<file path="config.mk">
export PLATFORM = sky130hd
export DESIGN_NAME = ram_burst_controller_flat
export DESIGN_NICKNAME = d
export VERILOG_FILES = /design/src/rtl/ram_burst_controller_if.sv /design/src/rtl/ram_burst_controller.sv /design/src/flat_wrapper.sv
export SDC_FILE = /design/constraint.sdc
export NUM_CORES = 1
export LEC_CHECK = 0
export CAP_MARGIN = 20
export CORE_UTILIZATION = 40
export DETAILED_ROUTE_END_ITERATION = 10
export MAX_ROUTING_LAYER = met4
export PLACE_DENSITY = 0.76
export SLEW_MARGIN = 20
export SYNTH_ARGS = -nofsm -noshare
export SYNTH_HDL_FRONTEND = slang
export SYNTH_SLANG_ARGS = --single-unit
export TNS_END_PERCENT = 5
</file>
<file path="constraint.sdc">
create_clock -name Clock -period 9.8 [get_ports Clock]
set_input_delay 2.94 -clock Clock [delete_from_list [all_inputs] [get_ports Clock]]
set_output_delay 2.94 -clock Clock [all_outputs]
set_load 0.01 [all_outputs]
</file>
<file path="src/rtl/ram_burst_controller_if.sv">
// ram_burst_controller_if
// Purpose : bundles the burst command, write/read streams and RAM port of the
//           burst controller.
// Signals : Start_i/Write_i/BaseAddress_i/Length_i - burst command
//           Busy_o/Done_o                          - burst status
//           WrData_i/WrValid_i/WrReady_o           - write stream (into RAM)
//           RdData_o/RdValid_o/RdReady_i           - read stream (out of RAM)
//           RamReadEnable_o/RamWriteEnable_o/RamAddress_o/RamData_o/RamData_i - RAM port
// Modports: slave  - the controller
//           master - the user / environment
interface ram_burst_controller_if #(
    parameter int unsigned ADDRESS_WIDTH = 16,
    parameter int unsigned DATA_WIDTH    = 8,
    parameter int unsigned LENGTH_WIDTH  = 16
);
    logic                     Start_i;
    logic                     Write_i;
    logic [ADDRESS_WIDTH-1:0] BaseAddress_i;
    logic [LENGTH_WIDTH-1:0]  Length_i;
    logic                     Busy_o;
    logic                     Done_o;
    logic [DATA_WIDTH-1:0]    WrData_i;
    logic                     WrValid_i;
    logic                     WrReady_o;
    logic [DATA_WIDTH-1:0]    RdData_o;
    logic                     RdValid_o;
    logic                     RdReady_i;
    logic                     RamReadEnable_o;
    logic                     RamWriteEnable_o;
    logic [ADDRESS_WIDTH-1:0] RamAddress_o;
    logic [DATA_WIDTH-1:0]    RamData_o;
    logic [DATA_WIDTH-1:0]    RamData_i;

    modport slave (
        input  Start_i, Write_i, BaseAddress_i, Length_i,
        input  WrData_i, WrValid_i, RdReady_i, RamData_i,
        output Busy_o, Done_o, WrReady_o, RdData_o, RdValid_o,
        output RamReadEnable_o, RamWriteEnable_o, RamAddress_o, RamData_o
    );

    modport master (
        output Start_i, Write_i, BaseAddress_i, Length_i,
        output WrData_i, WrValid_i, RdReady_i, RamData_i,
        input  Busy_o, Done_o, WrReady_o, RdData_o, RdValid_o,
        input  RamReadEnable_o, RamWriteEnable_o, RamAddress_o, RamData_o
    );
endinterface

</file>
<file path="src/rtl/ram_burst_controller.sv">
// ram_burst_controller
// Purpose : moves a burst of Length_i words between a valid/ready stream and a
//           single-port RAM with a one-cycle registered read, starting at
//           BaseAddress_i and wrapping at the top of the address space.
// Ports   : Clock - rising-edge clock
//           Reset - synchronous active-high reset
//           bus   - ram_burst_controller_if.slave (command, streams, RAM port)
module ram_burst_controller #(
    parameter int unsigned ADDRESS_WIDTH = 16,
    parameter int unsigned DATA_WIDTH    = 8,
    parameter int unsigned LENGTH_WIDTH  = 16
) (
    input  logic                  Clock,
    input  logic                  Reset,
    ram_burst_controller_if.slave bus
);

    typedef enum logic [1:0] {
        ST_IDLE  = 2'd0,
        ST_WRITE = 2'd1,
        ST_READ  = 2'd2
    } state_t;

    state_t                   r_state;
    state_t                   w_state_next;
    logic [ADDRESS_WIDTH-1:0] r_addr;
    logic [ADDRESS_WIDTH-1:0] w_addr_next;
    logic [LENGTH_WIDTH-1:0]  r_remain;        // words still to write / read-issue
    logic [LENGTH_WIDTH-1:0]  w_remain_next;
    logic                     r_rd_valid;
    logic                     w_rd_valid_next;
    logic                     r_done;
    logic                     w_done_next;
    logic                     w_wr_beat;
    logic                     w_rd_issue;
    logic                     w_rd_accept;

    // State and counter registers
    always_ff @(posedge Clock) begin
        if (Reset) begin
            r_state    <= ST_IDLE;
            r_addr     <= '0;
            r_remain   <= '0;
            r_rd_valid <= 1'b0;
            r_done     <= 1'b0;
        end else begin
            r_state    <= w_state_next;
            r_addr     <= w_addr_next;
            r_remain   <= w_remain_next;
            r_rd_valid <= w_rd_valid_next;
            r_done     <= w_done_next;
        end
    end

    // Next-state, counter update and RAM/stream strobes
    always_comb begin
        w_state_next         = r_state;
        w_addr_next          = r_addr;
        w_remain_next        = r_remain;
        w_rd_valid_next      = r_rd_valid;
        w_done_next          = 1'b0;
        w_wr_beat            = 1'b0;
        w_rd_issue           = 1'b0;
        w_rd_accept          = 1'b0;
        bus.WrReady_o        = 1'b0;
        bus.RamWriteEnable_o = 1'b0;
        bus.RamReadEnable_o  = 1'b0;
        bus.RamData_o        = '0;

        unique case (r_state)
            ST_IDLE: begin
                if (bus.Start_i) begin
                    if (bus.Length_i == '0) begin
                        // Empty burst: no RAM access, just acknowledge
                        w_done_next = 1'b1;
                    end else begin
                        w_addr_next   = bus.BaseAddress_i;
                        w_remain_next = bus.Length_i;
                        w_state_next  = bus.Write_i ? ST_WRITE : ST_READ;
                    end
                end
            end

            ST_WRITE: begin
                bus.WrReady_o = (r_remain != '0);
                w_wr_beat     = bus.WrReady_o && bus.WrValid_i;
                if (w_wr_beat) begin
                    bus.RamWriteEnable_o = 1'b1;
                    bus.RamData_o        = bus.WrData_i;
                    w_addr_next          = r_addr + ADDRESS_WIDTH'(1);
                    w_remain_next        = r_remain - LENGTH_WIDTH'(1);
                    if (r_remain == LENGTH_WIDTH'(1)) begin
                        w_state_next = ST_IDLE;
                        w_done_next  = 1'b1;
                    end
                end
            end

            ST_READ: begin
                w_rd_accept = r_rd_valid && bus.RdReady_i;
                // The RAM output register is the only data buffer, so a new read
                // may only replace it when it is empty or being consumed now.
                w_rd_issue  = (r_remain != '0) && (!r_rd_valid || bus.RdReady_i);
                if (w_rd_issue) begin
                    bus.RamReadEnable_o = 1'b1;
                    w_addr_next         = r_addr + ADDRESS_WIDTH'(1);
                    w_remain_next       = r_remain - LENGTH_WIDTH'(1);
                end
                w_rd_valid_next = w_rd_issue || (r_rd_valid && !bus.RdReady_i);
                if ((r_remain == '0) && w_rd_accept) begin
                    w_state_next = ST_IDLE;
                    w_done_next  = 1'b1;
                end
            end

            default: begin
                w_state_next    = ST_IDLE;
                w_rd_valid_next = 1'b0;
            end
        endcase
    end

    assign bus.Busy_o       = (r_state != ST_IDLE);
    assign bus.Done_o       = r_done;
    assign bus.RdValid_o    = r_rd_valid;
    assign bus.RdData_o     = bus.RamData_i;
    assign bus.RamAddress_o = r_addr;

endmodule
</file>
<file path="src/flat_wrapper.sv">
// flat-port wrapper written by rule: the top's interface ports become plain ports
module ram_burst_controller_flat 
#(
    parameter int unsigned ADDRESS_WIDTH = 16,
    parameter int unsigned DATA_WIDTH    = 8,
    parameter int unsigned LENGTH_WIDTH  = 16
)
  (Clock, Reset, bus_Start_i, bus_Write_i, bus_BaseAddress_i, bus_Length_i, bus_WrData_i, bus_WrValid_i, bus_RdReady_i, bus_RamData_i, bus_Busy_o, bus_Done_o, bus_WrReady_o, bus_RdData_o, bus_RdValid_o, bus_RamReadEnable_o, bus_RamWriteEnable_o, bus_RamAddress_o, bus_RamData_o);
  ram_burst_controller_if #(.ADDRESS_WIDTH(ADDRESS_WIDTH), .DATA_WIDTH(DATA_WIDTH), .LENGTH_WIDTH(LENGTH_WIDTH)) bus_i ();
  input  logic Clock;
  input  logic Reset;
  input wire logic [$bits(bus_i.Start_i)-1:0] bus_Start_i;
  input wire logic [$bits(bus_i.Write_i)-1:0] bus_Write_i;
  input wire logic [$bits(bus_i.BaseAddress_i)-1:0] bus_BaseAddress_i;
  input wire logic [$bits(bus_i.Length_i)-1:0] bus_Length_i;
  input wire logic [$bits(bus_i.WrData_i)-1:0] bus_WrData_i;
  input wire logic [$bits(bus_i.WrValid_i)-1:0] bus_WrValid_i;
  input wire logic [$bits(bus_i.RdReady_i)-1:0] bus_RdReady_i;
  input wire logic [$bits(bus_i.RamData_i)-1:0] bus_RamData_i;
  output wire logic [$bits(bus_i.Busy_o)-1:0] bus_Busy_o;
  output wire logic [$bits(bus_i.Done_o)-1:0] bus_Done_o;
  output wire logic [$bits(bus_i.WrReady_o)-1:0] bus_WrReady_o;
  output wire logic [$bits(bus_i.RdData_o)-1:0] bus_RdData_o;
  output wire logic [$bits(bus_i.RdValid_o)-1:0] bus_RdValid_o;
  output wire logic [$bits(bus_i.RamReadEnable_o)-1:0] bus_RamReadEnable_o;
  output wire logic [$bits(bus_i.RamWriteEnable_o)-1:0] bus_RamWriteEnable_o;
  output wire logic [$bits(bus_i.RamAddress_o)-1:0] bus_RamAddress_o;
  output wire logic [$bits(bus_i.RamData_o)-1:0] bus_RamData_o;
  assign bus_i.Start_i = bus_Start_i;
  assign bus_i.Write_i = bus_Write_i;
  assign bus_i.BaseAddress_i = bus_BaseAddress_i;
  assign bus_i.Length_i = bus_Length_i;
  assign bus_i.WrData_i = bus_WrData_i;
  assign bus_i.WrValid_i = bus_WrValid_i;
  assign bus_i.RdReady_i = bus_RdReady_i;
  assign bus_i.RamData_i = bus_RamData_i;
  assign bus_Busy_o = bus_i.Busy_o;
  assign bus_Done_o = bus_i.Done_o;
  assign bus_WrReady_o = bus_i.WrReady_o;
  assign bus_RdData_o = bus_i.RdData_o;
  assign bus_RdValid_o = bus_i.RdValid_o;
  assign bus_RamReadEnable_o = bus_i.RamReadEnable_o;
  assign bus_RamWriteEnable_o = bus_i.RamWriteEnable_o;
  assign bus_RamAddress_o = bus_i.RamAddress_o;
  assign bus_RamData_o = bus_i.RamData_o;
  ram_burst_controller #(.ADDRESS_WIDTH(ADDRESS_WIDTH), .DATA_WIDTH(DATA_WIDTH), .LENGTH_WIDTH(LENGTH_WIDTH)) u_core (.Clock(Clock), .Reset(Reset), .bus(bus_i));
endmodule
</file>
==> results of run 1 <==
metrics by stage:
stage	worst slack, ns	std cells	utilization, %
floorplan	3.45	365	-
global placement	2.38	498	51.3
detailed placement	2.31	498	51.3
CTS	2.30	506	52.6
global route	2.27	506	52.7
finish	2.33	506	52.7
area by class of cell:
class	count	share of cell area, %
repair buffers	78	21.6
flip-flops and latches	36	20.1
inverters	14	1.47
clock buffers	8	2.52
well taps	96	3.36
multi-input cells	274	50.9
routing by layer:
| layer | share of wire, % | GRT usage [%] | up-vias | wire [um] |
|---|---|---|---|---|
| met2 | 47 | 37.6 | 182 | 4060 |
| met1 | 42 | 30.7 | 1525 | 3610 |
| met5 | 0 | - | - | 0 |
| met3 | 10 | 4.43 | 9 | 872 |
| met4 | 1.2 | 7.12 | 0 | 100 |
| li1 | - | - | 1496 | - |
state kept, by name, summed over array words and instances, names as in the netlist:
name	count
u_core.bus.RamAddress_o	16
u_core.r_remain	16
u_core.r_state	2
u_core.bus.Done_o	1
u_core.bus.RdValid_o	1
final timing paths:
check | to | start | cells after the start | slack, ns
max | bus_RamData_o[0] | bus_WrValid_i | 4 | 2.33
min | u_core.r_remain[6] | u_core.r_remain[6] | 2 | 0.50
max reg2reg | u_core.bus.RamAddress_o[0] | u_core.r_remain[0] | 7 | 6.65
min reg2reg | u_core.r_remain[6] | u_core.r_remain[6] | 2 | 0.50
where the power goes:
group	leakage (uW)	switching (uW)	internal [uW]
Clock	0.0000455	56.2	57.4
Combinational	0.000850	419	300
Sequential	0.000297	81.5	210
Total	0.00119	557	567
cell usage in the layout (no fill, tap or decap), types with 8 or more instances in the layout:
master | Yosys | routed
dfxtp_1 | 36 | 36
and2_1 | 9 | 9
o21ai_0 | 10 | 10
clkdlybuf4s50_1 | 0 | 75
a21oi_1 | 22 | 22
or4_1 | 10 | 10
nor4_1 | 17 | 17
a22oi_1 | 8 | 8
nand4_1 | 8 | 8
o41ai_1 | 15 | 15
nor2b_1 | 10 | 10
nor2_1 | 29 | 29
inv_1 | 13 | 13
o32ai_1 | 12 | 12
nand2_1 | 27 | 27
nor3_1 | 16 | 16
cell families after synthesis:
logic type      synth area share (%)
fa+ha+maj                       3.10
simple gates                    29.7
buf+inv                         10.4
mux                             1.46
compound gates                  29.9
flops                           25.5
critical path, stage by stage:
cell and delay (ns):
clkdlybuf4s50_1 0.54, and3_1 0.34, and2_1 0.18, clkdlybuf4s50_1 0.53
==> run summary, run 1 <==
outcome: completed
synthesis warning total: 0
final instance area: 3580 sq um
DRT Pass-1 Iters: 9
Setup TNS Final: 0 ns
Post-CTS Setup Inserts: 0
critical path type: input pin to primary output
post-route ant nets: 0
EDFF count, synth: 0
num ports: 92
sequential cell area: 721 sq um
post-place instance area: 3480 sq um
clk root buf: clkbuf_8
Rel. slew slack: 32.5%
die width: 86.0 um
ys async rst share: 0%
GRT overflow: 0
PD cells: 314 nW/um^2
# rows: 30
clock sinks: 36
die area: 7400 sq um
area growth from synthesis to layout: 26.6%
Yosys reg bits: 36
fraction of final layout cells sized beyond drive strength 1: 6.83%
largest net degree at the start of global routing: 65
DR iter-0 viols: 371
detailed placement HPWL: 5750 um
final hold violations: 0
antenna violations before repair: 0
total number of vias: 3212
gpl congestion: 0.880
Critical Path AT: 4.53 ns
Tmin final: 7.47 ns
core area: 6790 sq um
Least-Margin Pin Slew: 1.01 ns
Max Cap Viol: 0
Synth area leaders: dfxtp_1 26%, o41ai_1 4.7%, a21oi_1 3.9%, nor2_1 3.9%, nor4_1 3.8%
CTS buffer count: 5
worst skew pair latency: 0.30 ns
initial cell density of the core: 41.6%
post-route clock period utilization: 76.2%
Seq/Total Area, Yosys: 25.5%
vias in the first global route: 2833
Clock Pin Slew Worst Setup and Hold Paths: 0.07 ns
cell taking the most area after synthesis: dfxtp_1
number of fill cells: 674
clock skew: 0.00437 ns
worst hold slack: 0.504 ns
Max Slew Vio Count: 0
Worst setup EP type: primary output
total wire length: 8640 um
post-synth top area share: 25.5%
top-count cell post-synth: dfxtp_1
library cells used by synthesis: 58
routed len/inst: 17.1 um
DRC: 0
VDD IR-drop max: 0.238 mV
Worst EP required: 6.86 ns
Synth Cell Area: 2830 sq um
Pleak: 0.00119 uW
CTS tree: built
Critical Path Start Type: input pin
overall power: 1120 uW
mean cell area of the mapped netlist: 7.74 sq um
achievable frequency: 134 MHz
first-pass GRT wire length: 13700 um
H-tree depth: 2
n_diodes: 0
cts hold-fix bufs: 0
Max clock buf depth: 2
unrepaired setup endpoints after global routing: no
DR vias/cell: 6.35
port bufs: 75
Worst Hold Class: flip-flop to flip-flop
Post-Syn Nets: 426
crit path max fanout: 10
final setup vio count: 0
post-synthesis cell count: 365
Global Route Usage Sum: 23.7%
post-cts gate resize count: 0
nets: 470
Multi-input gate area: 1820 sq um
most frequent cells after synthesis: 36 x dfxtp_1, 29 x nor2_1, 27 x nand2_1
Die Y: 86.0 um
Top FF cell, synth: dfxtp_1
No activity file was read; power rests on OpenSTA's default activity.
==> inputs of run 2 (changes only) <==
Settings changed: PLACE_DENSITY 0.76 to 0.79.
Clock period 9.8 ns to 6.6 ns, I/O delays scaled along.
==> run summary, run 2 (synthesis gave the netlist of run 1 again) <==
PD cells: 471 nW/um^2 (+50%)
critical path's slowest cell: clkdlybuf4s50_1
largest net degree at the start of global routing: 65 (unchanged)
combinational power share: 63.0% (-1.0 points)
most used cell, CP: clkdlybuf4s50_1
commonest cells after routing, fill and taps aside: 75 x clkdlybuf4s50_1, 36 x dfxtp_1, 29 x nor2_1
gpl congestion: 0.880 (about the same)
post-route ant nets: 0 (unchanged)
post-cts gate resize count: 0 (unchanged)
die area: 7400 sq um (unchanged)
detailed placement HPWL: 5780 um (+0.52%)
final hold violations: 0 (unchanged)
routed len/inst: 16.9 um (-1.1%)
clk root buf: clkbuf_8
core area: 6790 sq um (unchanged)
DRC: 0 (unchanged)
cts hold-fix bufs: 0 (unchanged)
area growth from synthesis to layout: 27.3%
CP max stage delay: 0.53 ns (about the same)
Psw: 822 uW (+48%)
cell-internal power: 871 uW (+54%)
commonest non-fill, non-tap cell in the layout: clkdlybuf4s50_1
Global Route Usage Sum: 23.9% (+0.17 points)
die width: 86.0 um (unchanged)
CTS tree: built
Clock Pin Slew Worst Setup and Hold Paths: 0.06 ns (about the same)
Clock power frac: 11.5% (+1.4 points)
clock skew: 0.0112 ns (+0.00683 ns)
Worst Hold Class: flip-flop to flip-flop
Rel. slew slack: 27.4% (-5.2 points)
DR vias/cell: 6.26 (-1.4%)
Max clock buf depth: 2 (unchanged)
overall power: 1690 uW (+51%)
Max Slew Vio Count: 0 (unchanged)
vias in the first global route: 2841 (+0.28%)
Post-CTS Setup Inserts: 0 (unchanged)
antenna violations before repair: 0 (unchanged)
CP startpoint: bus_WrValid_i
switching share of total power: 48.6% (-0.99 points)
CP cell instances: clkdlybuf4s50_1 -> and3_1 -> and2_1 -> clkdlybuf4s50_1
first-pass GRT wire length: 13900 um (+1.1%)
VDD IR-drop max: 0.225 mV (-5.3%)
nets: 471 (+0.21%)
Least-Margin Pin Slew: 1.09 ns (+0.0757 ns)
Critical Path Start Type: input pin
number of fill cells: 632 (-6.2%)
Setup TNS Final: 0 ns (unchanged)
Buf+Inv Stages, Crit Path: 2 (unchanged)
outcome: completed
cell family with most CP delay: buffers and inverters
worst skew pair latency: 0.30 ns (about the same)
Worst setup EP type: primary output
worst hold slack: 0.493 ns (-0.0111 ns)
Worst EP required: 4.62 ns (-2.24 ns)
port bufs: 75 (unchanged)
initial cell density of the core: 41.6% (unchanged)
Reg-to-Reg Start: u_core.r_remain[1]
Pleak: 0.00120 uW (+0.82%)
DRT Pass-1 Iters: 5 (-4)
post-place instance area: 3490 sq um (+0.22%)
Die Y: 86.0 um (unchanged)
unrepaired setup endpoints after global routing: no
clock sinks: 36 (unchanged)
crit path max fanout: 10 (unchanged)
Tmin final: 5.51 ns
achievable frequency: 181 MHz
DR iter-0 viols: 335 (-9.7%)
post-route clock period utilization: 83.5%
total number of vias: 3173 (-1.2%)
Max Cap Viol: 0 (unchanged)
n_diodes: 0 (unchanged)
final setup vio count: 0 (unchanged)
num ports: 92 (unchanged)
CTS buffer count: 5 (unchanged)
total wire length: 8560 um (-0.89%)
critical path type: input pin to primary output
fraction of final layout cells sized beyond drive strength 1: 7.06% (+0.23 points)
H-tree depth: 2 (unchanged)
GRT overflow: 0 (unchanged)
Critical Path AT: 3.53 ns (-1.00 ns)
final instance area: 3600 sq um (+0.56%)
critical hold path startpoint: u_core.r_remain[15]
# rows: 30 (unchanged)
Seq pwr share: 25.5% (-0.4 points)
==> run 2: cell types whose count changed in the layout (fill, tap and decap cells not counted), sizes merged <==
cell / previous run / this run
buf: 3 / 4
clkinv: 0 / 1
clkbuf: 8 / 6
bufinv: 0 / 1
==> run 2: worst min-delay path, stage by stage, from the launching register on <==
cell,delay [ns]
dfxtp_1,0.32
nand2_1,0.06
o32ai_1,0.06
==> run 2: cell type report <==
cell class                      instances  area, sq um  area share, %
Timing Repair Buffer                   79          781           21.7
Tap cell                               96          120           3.34
Inverter                               14         52.6           1.46
Multi-Input combinational cell        274         1820           50.5
Clock inverter                          2         35.0          0.974
Sequential cell                        36          721           20.0
Clock buffer                            6         72.6           2.02
==> run 2: through the flow <==
stage | cells | setup WS [ns] | util (%)
finish | 507 | 1.09 | 52.9
global route | 507 | 1.02 | 52.9
CTS | 507 | 1.08 | 52.9
detailed placement | 499 | 1.09 | 51.4
global placement | 499 | 1.13 | 51.4
floorplan | 365 | 2.17 | -
==> run 2: metal layers <==
layer	part of all wire (%)	track usage [%]	wire length, um	up-vias
met4	1.3	6.52	112	0
met2	46	36.8	3930	175
li1	-	-	-	1498
met5	0	-	0	-
met3	10	4.81	866	15
met1	43	31.8	3660	1485
==> run 2: worst paths after layout <==
path	to	slack [ns]	cells past startpoint
setup reg to reg	u_core.r_remain[3]	3.25	7
hold / removal	u_core.r_remain[15]	0.49	2
hold reg to reg	u_core.r_remain[15]	0.49	2
setup / recovery	bus_RamData_o[6]	1.09	4
==> run 2: power by group through the flow <==
stage / Clock, uW / Sequential (uW) / Combinational [uW]
finish: 195 / 432 / 1070
global route: 208 / 448 / 1170
CTS: 199 / 429 / 1050
detailed placement: 0 / 433 / 1040
global placement: 0 / 427 / 1020
floorplan: 0 / 419 / 785
==> inputs of run 3 (changes only) <==
Clock period 6.6 ns to 5 ns, I/O delays scaled along.
==> run summary, run 3 (synthesis gave the netlist of run 1 again) <==
DR iter-0 viols: 350 (+4.5%)
VDD IR-drop max: 0.280 mV (+24%)
post-route ant nets: 0 (unchanged)
total wire length: 8720 um (+1.8%)
fraction of final layout cells sized beyond drive strength 1: 7.73% (+0.67 points)
achievable frequency: 219 MHz
Critical Path Start Type: input pin
commonest cells after routing, fill and taps aside: 75 x clkdlybuf4s50_1, 36 x dfxtp_1, 29 x nor2_1
antenna violations before repair: 0 (unchanged)
Seq pwr share: 25.6% (about the same)
num ports: 92 (unchanged)
die area: 7400 sq um (unchanged)
Max Cap Viol: 0 (unchanged)
post-cts gate resize count: 0 (unchanged)
Worst Hold Class: flip-flop to flip-flop
Rel. slew slack: 32.4% (+5.0 points)
Max Slew Vio Count: 0 (unchanged)
critical path type: input pin to primary output
vias in the first global route: 2841 (unchanged)
Die Y: 86.0 um (unchanged)
first-pass GRT wire length: 14000 um (+0.50%)
final hold violations: 0 (unchanged)
# rows: 30 (unchanged)
Post-CTS Setup Inserts: 0 (unchanged)
Pleak: 0.00121 uW (+0.31%)
critical hold path startpoint: u_core.r_remain[15]
post-place instance area: 3510 sq um (+0.65%)
GRT overflow: 0 (unchanged)
DRT Pass-1 Iters: 5 (unchanged)
switching share of total power: 49.2% (+0.68 points)
Least-Margin Pin Slew: 1.01 ns (-0.0740 ns)
port bufs: 75 (unchanged)
outcome: completed
combinational power share: 64.2% (+1.2 points)
reg2reg setup slack: 1.87 ns (-1.38 ns)
reg2reg path depth: 7 (unchanged)
PD cells: 617 nW/um^2 (+31%)
n_diodes: 0 (unchanged)
worst flop-to-flop path endpoint: u_core.bus.RamAddress_o[0]
nets: 474 (+0.64%)
die width: 86.0 um (unchanged)
core area: 6790 sq um (unchanged)
final setup vio count: 0 (unchanged)
DR vias/cell: 6.30 (+0.66%)
initial cell density of the core: 41.6% (unchanged)
final instance area: 3610 sq um (+0.24%)
final setup margin: 0.437 ns (-0.651 ns)
clock skew: 0.00507 ns (-0.00613 ns)
cell-internal power: 1130 uW (+30%)
pre-CTS worst setup slack: 0.433 ns (-0.660 ns)
H-tree depth: 2 (unchanged)
number of fill cells: 624 (-1.3%)
total number of vias: 3213 (+1.3%)
Critical Path AT: 3.06 ns (-0.47 ns)
detailed placement HPWL: 5800 um (+0.42%)
DRC: 0 (unchanged)
cts hold-fix bufs: 0 (unchanged)
Hold Path End: u_core.r_remain[15]
Clock Pin Slew Worst Setup and Hold Paths: 0.07 ns (about the same)
crit path max fanout: 10 (unchanged)
gpl congestion: 0.916 (+4.1%)
clock sinks: 36 (unchanged)
Clock power frac: 10.2% (-1.3 points)
Reg-to-Reg Start: u_core.r_remain[0]
commonest non-fill, non-tap cell in the layout: clkdlybuf4s50_1
largest net degree at the start of global routing: 65 (unchanged)
worst skew pair latency: 0.30 ns (about the same)
CTS buffer count: 5 (unchanged)
area growth from synthesis to layout: 27.6%
routed len/inst: 17.1 um (+1.2%)
post-route clock period utilization: 91.3%
Worst EP required: 3.50 ns (-1.12 ns)
CTS tree: built
Global Route Usage Sum: 24.0% (+0.12 points)
Worst setup EP type: primary output
Hold Path Depth: 2 (unchanged)
Setup TNS Final: 0 ns (unchanged)
Psw: 1100 uW (+33%)
Max clock buf depth: 2 (unchanged)
unrepaired setup endpoints after global routing: no
Tmin final: 4.56 ns
overall power: 2220 uW (+31%)
clk root buf: clkbuf_8
==> run 3: cell types whose count changed in the layout (fill, tap and decap cells not counted), sizes merged <==
cell,change
buf,+3
bufinv,-1
clkbuf,+1
clkinv,-1
clkinvlp,+1
==> run 3: metrics by stage <==
stage | cells | hold WS [ns] | util [%]
6_report | 510 | 0.486 | 53.1
5_1_grt | 510 | 0.501 | 53.1
4_1_cts | 510 | 0.483 | 53.1
3_5_place_dp | 502 | 0.473 | 51.7
3_3_place_gp | 502 | 0.457 | 51.7
2_1_floorplan | 365 | 0.441 | -
==> run 3: per-layer routing <==
layer,up-vias,track usage [%],routed length (um)
met5,-,-,0
met4,0,8.18,114
met3,12,2.98,711
met2,172,36.9,4040
met1,1528,32.5,3860
li1,1501,-,-
==> run 3: worst max-delay path by stage <==
stage | start | endpoint | slack, ns | cells past startpoint
2_1_floorplan | u_core.r_remain[1] | bus_RamData_o[0] | 1.17 | 9
3_3_place_gp | bus_WrValid_i | bus_RamData_o[0] | 0.49 | 4
3_5_place_dp | bus_WrValid_i | bus_RamData_o[2] | 0.43 | 4
4_1_cts | bus_WrValid_i | bus_RamData_o[2] | 0.42 | 4
5_1_grt | u_core.r_remain[0] | bus_RamData_o[1] | 0.30 | 7
6_report | bus_WrValid_i | bus_RamData_o[2] | 0.44 | 4
==> run 3: power groups by stage <==
stage	Clock, uW	Sequential [uW]	Combinational [uW]
2_1_floorplan	0	552	1040
3_3_place_gp	0	563	1360
3_5_place_dp	0	568	1400
4_1_cts	227	563	1410
5_1_grt	237	590	1550
6_report	226	570	1430
==> run 3: cell type report <==
| type | count | area, sq um | share of cell area [%] |
|---|---|---|---|
| Clock inverter | 1 | 7.51 | 0.208 |
| Tap cell | 96 | 120 | 3.33 |
| Multi-Input combinational cell | 274 | 1820 | 50.3 |
| Inverter | 14 | 52.6 | 1.46 |
| Sequential cell | 36 | 721 | 20.0 |
| Clock buffer | 7 | 86.3 | 2.39 |
| Timing Repair Buffer | 82 | 803 | 22.3 |
==> run 3: worst max-delay path, cell delays in order <==
cell and delay, ns:
clkdlybuf4s50_1 0.54, and3_1 0.32, and2_1 0.17, clkdlybuf4s50_1 0.53
